==> src/rtl/uart_arb_pkg.sv <==
// uart_arb_pkg: shared types and widths for the UART port arbiter
package uart_arb_pkg;
  typedef enum logic [1:0] {IDLE, OWNED, SEND, WAIT} arb_state_t;
  localparam int TIMER_W = 16;
  localparam int DROP_CNT_W = 8;
  // index width for up to four requesters; a 1-bit index keeps 2-way selects exact
  function automatic int idx_w(input int n);
    return (n > 2) ? 2 : 1;
  endfunction
endpackage

==> src/rtl/uart_port_arbiter_rr_pick.sv <==
// rr_pick: combinational round-robin picker searching upward from last+1
module rr_pick
  import uart_arb_pkg::*;
#(
  parameter int N = 2,
  parameter int LW = idx_w(N)
) (
  input  logic [N-1:0]  i_req,
  input  logic [LW-1:0] i_last,
  output logic [N-1:0]  o_win
);
  logic [LW-1:0] w_idx;
  // first requester found after the previous owner wins
  always_comb begin
    o_win = '0;
    w_idx = '0;
    for (int k = 1; k <= N; k++) begin
      w_idx = LW'((int'(i_last) + k) % N);
      if (o_win == '0 && i_req[w_idx]) o_win[w_idx] = 1'b1;
    end
  end
endmodule

==> src/rtl/uart_port_arbiter.sv <==
// uart_port_arbiter: round-robin, transaction-locked sharing of one UART core
module uart_port_arbiter
  import uart_arb_pkg::*;
#(
  parameter int NREQ = 2,
  parameter logic [TIMER_W-1:0] TIMEOUT_CYCLES = 16'hFFFF
) (
  input  logic                  clk,
  input  logic                  reset,
  input  logic [NREQ-1:0]       req,
  output logic [NREQ-1:0]       gnt,
  input  logic [NREQ-1:0]       tx_valid,
  input  logic [NREQ*8-1:0]     tx_data,
  output logic [NREQ-1:0]       tx_ready,
  output logic [NREQ-1:0]       rx_valid,
  output logic [7:0]            rx_data,
  output logic                  uart_tx_en,
  output logic [7:0]            uart_tx_data,
  input  logic                  uart_tx_done,
  input  logic                  uart_rx_done,
  input  logic [7:0]            uart_rx_data,
  output logic                  busy,
  output logic                  timeout,
  output logic [DROP_CNT_W-1:0] rx_drop_count
);
  localparam int LW = idx_w(NREQ);
  arb_state_t r_state, w_next;
  logic [NREQ-1:0] r_gnt, r_rx_valid, w_win;
  logic [LW-1:0] r_own, r_last, w_win_idx;
  logic [7:0] r_rx_data, r_tx_data;
  logic [TIMER_W-1:0] r_timer;
  logic [DROP_CNT_W-1:0] r_drop;
  logic r_timeout, w_tmo, w_rx_own;

  rr_pick #(.N(NREQ), .LW(LW)) u_pick (.i_req(req), .i_last(r_last), .o_win(w_win));

  assign w_tmo = r_timer == TIMEOUT_CYCLES - 1'b1;
  assign w_rx_own = uart_rx_done && r_state != IDLE;
  assign gnt = r_gnt;
  assign rx_valid = r_rx_valid;
  assign rx_data = r_rx_data;
  assign uart_tx_data = r_tx_data;
  assign timeout = r_timeout;
  assign rx_drop_count = r_drop;
  assign uart_tx_en = r_state == SEND;
  assign busy = r_state != IDLE;

  // convert the one-hot winner into an owner index
  always_comb begin
    w_win_idx = '0;
    for (int i = 0; i < NREQ; i++) if (w_win[i]) w_win_idx = LW'(i);
  end

  // next state; tx_ready is a Mealy output of WAIT on tx_done
  always_comb begin
    w_next = r_state;
    tx_ready = '0;
    case (r_state)
      IDLE:  w_next = |req ? OWNED : IDLE;
      OWNED: w_next = !req[r_own] ? IDLE : tx_valid[r_own] ? SEND : OWNED;
      SEND:  w_next = WAIT;
      WAIT: begin
        tx_ready = uart_tx_done ? r_gnt : '0;
        w_next = (uart_tx_done || w_tmo) ? OWNED : WAIT;
      end
      default: w_next = IDLE;
    endcase
  end

  // state, ownership, outgoing byte and tx_done timer
  always_ff @(posedge clk or posedge reset) begin
    if (reset) begin
      r_state <= IDLE;
      r_gnt <= '0;
      r_own <= '0;
      r_last <= LW'(NREQ - 1);
      r_tx_data <= '0;
      r_timer <= '0;
      r_timeout <= 1'b0;
    end else begin
      r_state <= w_next;
      case (r_state)
        IDLE: if (|req) begin
          r_gnt <= w_win;
          r_own <= w_win_idx;
        end
        OWNED: if (!req[r_own]) begin
          r_last <= r_own;
          r_gnt <= '0;
        end else if (tx_valid[r_own]) r_tx_data <= tx_data[{r_own, 3'b000} +: 8];
        SEND: r_timer <= '0;
        WAIT: if (!uart_tx_done) begin
          if (w_tmo) r_timeout <= 1'b1;
          else r_timer <= r_timer + 1'b1;
        end
        default: ;
      endcase
    end
  end

  // steer received bytes to the owner, count those arriving with no owner
  always_ff @(posedge clk or posedge reset) begin
    if (reset) begin
      r_rx_valid <= '0;
      r_rx_data <= '0;
      r_drop <= '0;
    end else begin
      r_rx_valid <= w_rx_own ? r_gnt : '0;
      if (w_rx_own) r_rx_data <= uart_rx_data;
      if (uart_rx_done && r_state == IDLE && r_drop != '1) r_drop <= r_drop + 1'b1;
    end
  end
endmodule
==> config.mk <==
export PLATFORM = sky130hd
export DESIGN_NAME = uart_port_arbiter
export DESIGN_NICKNAME = d
export VERILOG_FILES = /design/src/rtl/uart_arb_pkg.sv /design/src/rtl/uart_port_arbiter_rr_pick.sv /design/src/rtl/uart_port_arbiter.sv
export SDC_FILE = /design/constraint.sdc
export NUM_CORES = 1
export LEC_CHECK = 0
export ABC_AREA = 1
export CORE_UTILIZATION = 60
export CTS_CLUSTER_DIAMETER = 40
export CTS_CLUSTER_SIZE = 8
export DETAILED_ROUTE_END_ITERATION = 7
export DONT_BUFFER_PORTS = 1
export PLACE_DENSITY = 0.85
export SYNTH_ARGS = -nofsm -noshare
export SYNTH_HDL_FRONTEND = slang
export SYNTH_HIERARCHICAL = 1
export SYNTH_SLANG_ARGS = --single-unit
==> constraint.sdc <==
create_clock -name clk -period 2.35 [get_ports clk]
set_input_delay 0.47 -clock clk [delete_from_list [all_inputs] [get_ports clk]]
set_output_delay 0.47 -clock clk [all_outputs]
set_load 0.03 [all_outputs]
==> results of run 1 <==
stage by stage:
| stage | util | instance area [um2] |
|---|---|---|
| after floorplan | - | 2690 |
| after global placement | 0.665 | 2760 |
| after detailed placement | 0.665 | 2760 |
| after CTS | 0.686 | 2840 |
| after global routing | 0.686 | 2840 |
| final | 0.686 | 2840 |
worst paths after layout:
path / startpoint / end / slack (ns)
max in group asynchronous: reset / rx_data[4] / 1.77
min in group clk: uart_rx_data[6] / rx_data[6] / 0.29
max: gnt[1] / tx_ready[1] / 0.51
min: reset / rx_drop_count[1] / 0.19
min reg2reg: r_last / r_last / 0.50
max reg2reg: rx_drop_count[0] / rx_drop_count[7] / 0.51
worst register-to-register path: cells and delay by family, from the launching register on:
kind	cells	cell delay, ns
flops	1	0.58
compound gates	1	0.13
simple gates	5	0.76
fa+ha+maj	1	0.28
sequential cells by signal, indices dropped and copies added (netlist names):
name / flops
rx_drop_count: 8
r_own: 1
timeout: 1
r_last: 1
rx_data: 8
uart_tx_data: 8
gnt: 2
r_timer: 16
r_state: 2
rx_valid: 2
cell type report:
type / count / area, um2 / area share
multi-input combinational: 247 / 1340 / 0.472
inverter: 27 / 101 / 0.0357
clock inverter: 3 / 17.5 / 0.00616
clock buffer: 5 / 68.8 / 0.0242
tap: 50 / 62.6 / 0.0220
sequential: 49 / 1230 / 0.432
timing repair buffer: 3 / 22.5 / 0.00792
cell families after synthesis:
kind of cell	Yosys count	share of synthesized area
buffers and inverters	29	0.0438
AO/OA/AOI/OAI	15	0.0377
multiplexers	9	0.0372
AND/OR/NAND/NOR	212	0.385
flip-flops	49	0.457
XOR/XNOR	8	0.0261
adder cells (fa/ha/maj)	3	0.0140
cell usage after synthesis, types with 2 or more instances:
cell type  instances  area [um2]
nand2_1          124         465
dfrtp_1           48        1200
nand3_1           31         155
nor2_1            21        78.8
inv_1             18        67.6
mux2_1             8        90.1
inv_2              7        26.3
nand3_2            6        60.1
xnor2_1            6        52.6
o21ai_1            5        25.0
nand2_2            4        25.0
nand4_1            4        25.0
nor2_2             4        25.0
nor2_8             4        80.1
o21bai_1           4        30.0
ha_1               3        37.5
nand2_4            3        33.8
nor2_4             3        33.8
nor3_1             3        15.0
or2_2              3        18.8
a21oi_1            2        10.0
clkinv_1           2        7.51
xor2_1             2        17.5
layer usage:
layer / global-route usage / vias to the layer above
met5: 0 / -
met1: 0.287 / 995
li1: - / 1045
met4: 0.0842 / 0
met2: 0.444 / 70
met3: 0.0658 / 8
where the power goes:
part           internal (mW)  total [mW]  switching (mW)
registers               1.08        1.72           0.636
logic                  0.285       0.815           0.530
clock network          0.206       0.488           0.283
total                   1.57        3.02            1.45
==> out/metrics.yaml, run 1 <==
synth_nets: 360
drt_iter0_markers: 160
hp-class: "input pin to asynchronous set/reset pin"
start_kind: "register"
clk_path_buf_depth: 2
dpl.hpwl_um: 3940
wl_um: 5150
worstPathArrival_ns: 1.37
final_cells: 384
layout_setup_ws_ns: 0.510
crit_slowest_cell: "dfrtp_1"
yosysWarnings: 6
fin_nets: 368
n_antenna_cell: 0
yosysSeqAreaShare: 0.457
start_util: 0.649
setup_viol: 0
tightest_slew_ns: 0.610
ys_async_sr_fraction: 1.00
wl_per_cell_um: 13.4
drv_cap: 0
first_pass_iters: 4
max_stage_delay_ns: 0.54
gp_congestion: 0.820
p_per_area_nw_per_um2: 1060
fmax_mhz: 544
path_clk_slew_ns: 0.09
syn_to_final_growth_pct: 5.77
grt_pass1_vias: 1972
timing.final.crit_share: 0.783
num_vias: 2118
cp.depth: 3
worst-path-max-fanout: 3
slew_headroom: 0.593
final_cell_mix: "nand2_1 (124), dfrtp_1 (48), nand3_1 (31)"
fin_skew_ns: 0.00688
crit_type: "register to output pin"
route.layer.met1.wl_um: 2090
place_ws_ns: 0.505
track_usage: 0.249
ys.flop_type: "dfrtp_1"
crit_chain: "inv_1 > nor3_1 > buf_4"
min_period_ns: 1.84
die_w_um: 68.9
vias_per_cell: 5.52
layout_commonest_cell: "nand2_1"
crit_required_ns: 1.88
highest_layer: "met4"
p_leak_nw: 1.48
dieArea_um2: 4750
end_kind: "output pin"
antenna_found_initial: 0
power.total_mw: 3.02
rsz0062_at_grt: "false"
drv_slew: 0
dieHeight_um: 68.9
avgSynthCellArea_um2: 8.27
fp.coreArea_um2: 4140
gr-total-overflow: 0
timing.hold.ws_ns: 0.194
wl_met2_um: 2710
finalSetupTns_ns: 0
cts_tree: "yes"
insertion_delay_ns: 0.30
synth_cell_types: 33
postRouteAntennaNets: 0
fillers: 338
reg2reg_depth: 7
path_buf_inv: 2
critical_path.top_delay_family: "flip-flops"
drc: 0
fp-row-count: 23
hold_violations: 0
io_buffers: 0
wl_met3_um: 278
synth_edf_count: 0
clockRootBuffer: "clkbuf_8"
status: "finished clean"
drive_gt1_frac: 0.147
htree_levels: 2
ctsResizeCount: 0
place_inst: 376
ir_drop_mv: 0.829
clock-sinks: 49
ys_ff_latch: 49
hold_buffers: 0
ios: 65
synth_cells: 325
numCtsBuffers: 5
grt_max_degree: 50
postCtsSetupRepairBufs: 0
grt_pass1_wl_um: 8590
syn_area_um2: 2690
Power figures use the tool's default switching activity.
==> inputs of run 2 (changes only) <==
==> constraint.sdc (replaced) <==
create_clock -name clk -period 1.8 [get_ports clk]
set_input_delay 0.36 -clock clk [delete_from_list [all_inputs] [get_ports clk]]
set_output_delay 0.36 -clock clk [all_outputs]
set_load 0.03 [all_outputs]
==> run 2 against run 1 <==
Compared with the run above:
- via count rose by 2.2%
- critical endpoint unchanged
- critical path depth stayed put
- critical path type unchanged
- non-clock buffer count is 10 higher
- setup slack lost 0.34 ns
- sequential share of layout area shrank 1.4 points
- die area unchanged
==> out/metrics.yaml, run 2 (same netlist as run 1, synthesis figures left out) <==
fmax_mhz: 614
syn_to_final_growth_pct: 9.26
p_leak_nw: 1.53
fin_nets: 378
ir_drop_mv: 1.08
clockRootBuffer: "clkbuf_8"
gp_congestion: 0.856
rsz0062_at_grt: "false"
clock-sinks: 49
min_from: "uart_rx_data[7]"
highest_layer: "met4"
wl_met3_um: 275
dieArea_um2: 4750
hold_buffers: 1
crit_type: "register to output pin"
htree_levels: 2
drt_iter0_markers: 105
crit_required_ns: 1.44
path_clk_slew_ns: 0.09
drc: 0
insertion_delay_ns: 0.31
status: "finished clean"
n_antenna_cell: 0
dpl.hpwl_um: 4060
hold_violations: 0
wl_per_cell_um: 13.7
die_w_um: 68.9
hp-class: "input pin to register"
grt_max_degree: 50
min_period_ns: 1.63
grt_pass1_wl_um: 9010
grt_pass1_vias: 2042
end_kind: "output pin"
dpl_cell_area_um2: 2840
postRouteAntennaNets: 0
rrSetupSlack_ns: 0.19
num_vias: 2165
wl_um: 5400
worst-path-max-fanout: 5
cts_tree: "yes"
final_area_um2: 2940
setup_viol: 0
top_register: "r_timer"
fin_skew_ns: 0.00805
drive_gt1_frac: 0.166
start_util: 0.649
p_per_area_nw_per_um2: 1400
ctsResizeCount: 0
start_kind: "register"
r2r-start: "r_timer[0]"
vias_per_cell: 5.51
numCtsBuffers: 5
wl_met2_um: 2740
final_cell_mix: "nand2_1 (124), dfrtp_1 (48), nand3_1 (31)"
drv_cap: 0
route.layer.met1.wl_um: 2250
critical_path.startpoint: "r_state[0]"
dieHeight_um: 68.9
track_usage: 0.263
layout_commonest_cell: "nand2_1"
fp.coreArea_um2: 4140
largest_reg_flops: 16
tightest_slew_ns: 0.405
gr-total-overflow: 0
clk_path_buf_depth: 2
io_buffers: 0
ios: 65
fp-row-count: 23
postCtsSetupRepairBufs: 0
drv_slew: 0
slew_headroom: 0.730
antenna_found_initial: 0
finalSetupTns_ns: 0
timing.final.crit_share: 0.904
worstPathArrival_ns: 1.27
first_pass_iters: 4
run 2: cell count changes in the layout (fill, tap and decap cells not counted):
cell           previous run  this run
clkinv_2                  2         0
buf_4                     3        11
dlygate4sd3_1             0         1
buf_12                    0         1
clkbuf_8                  5         6
run 2: through the flow:
step,worst slack (ns),power (mW),instances,hold slack (ns),util
2_1_floorplan,0.125,3.09,325,0.459,-
4_1_cts,0.146,4.14,393,0.173,0.709
5_1_grt,0.0409,4.37,393,0.164,0.709
3_3_place_gp,0.286,3.41,385,0.302,0.684
6_report,0.173,4.12,393,0.178,0.709
3_5_place_dp,0.219,3.48,385,0.306,0.684
run 2: layout make-up:
type / instances / area, um2
clock buffers: 6 / 82.6
clock inverters: 1 / 7.51
fillers: 338 / 1210
inverters: 27 / 101
multi-input cells: 247 / 1340
flip-flops and latches: 49 / 1230
well taps: 50 / 62.6
repair buffers: 13 / 113
run 2: path summary, 6_finish.rpt:
check,to,cells past startpoint
max,tx_ready[1],3
min,rx_data[7],1
max reg2reg,r_timer[3],10
min reg2reg,r_last,2
max in group asynchronous,r_last,3
min in group asynchronous,rx_drop_count[1],3
run 2: metal layers:
metal,vias to the layer above,global-route usage
met5,-,0
li1,1071,-
met1,1026,0.293
met3,13,0.0789
met4,0,0.115
met2,55,0.461
run 2: report_power, final:
group          internal (mW)  switching [mW]
Combinational          0.479           0.922
Clock                  0.304           0.363
Sequential              1.42           0.629
Total                   2.20            1.91
run 2: critical path: stages, from the launching register on:
cell and delay, ns:
dfrtp_1 0.46, nand2_4 0.12, nor3_1 0.17, buf_4 0.20
==> inputs of run 3 (changes only) <==
--- a/config.mk
+++ b/config.mk
@@ -6,6 +6,7 @@
 export NUM_CORES = 1
 export LEC_CHECK = 0
 export ABC_AREA = 1
+export ABC_CLOCK_PERIOD_IN_PS = 1800
 export CORE_UTILIZATION = 60
 export CTS_CLUSTER_DIAMETER = 40
 export CTS_CLUSTER_SIZE = 8
==> results of run 3 <==
No change in the layout: final DEF, timing and power equal those of run 2.
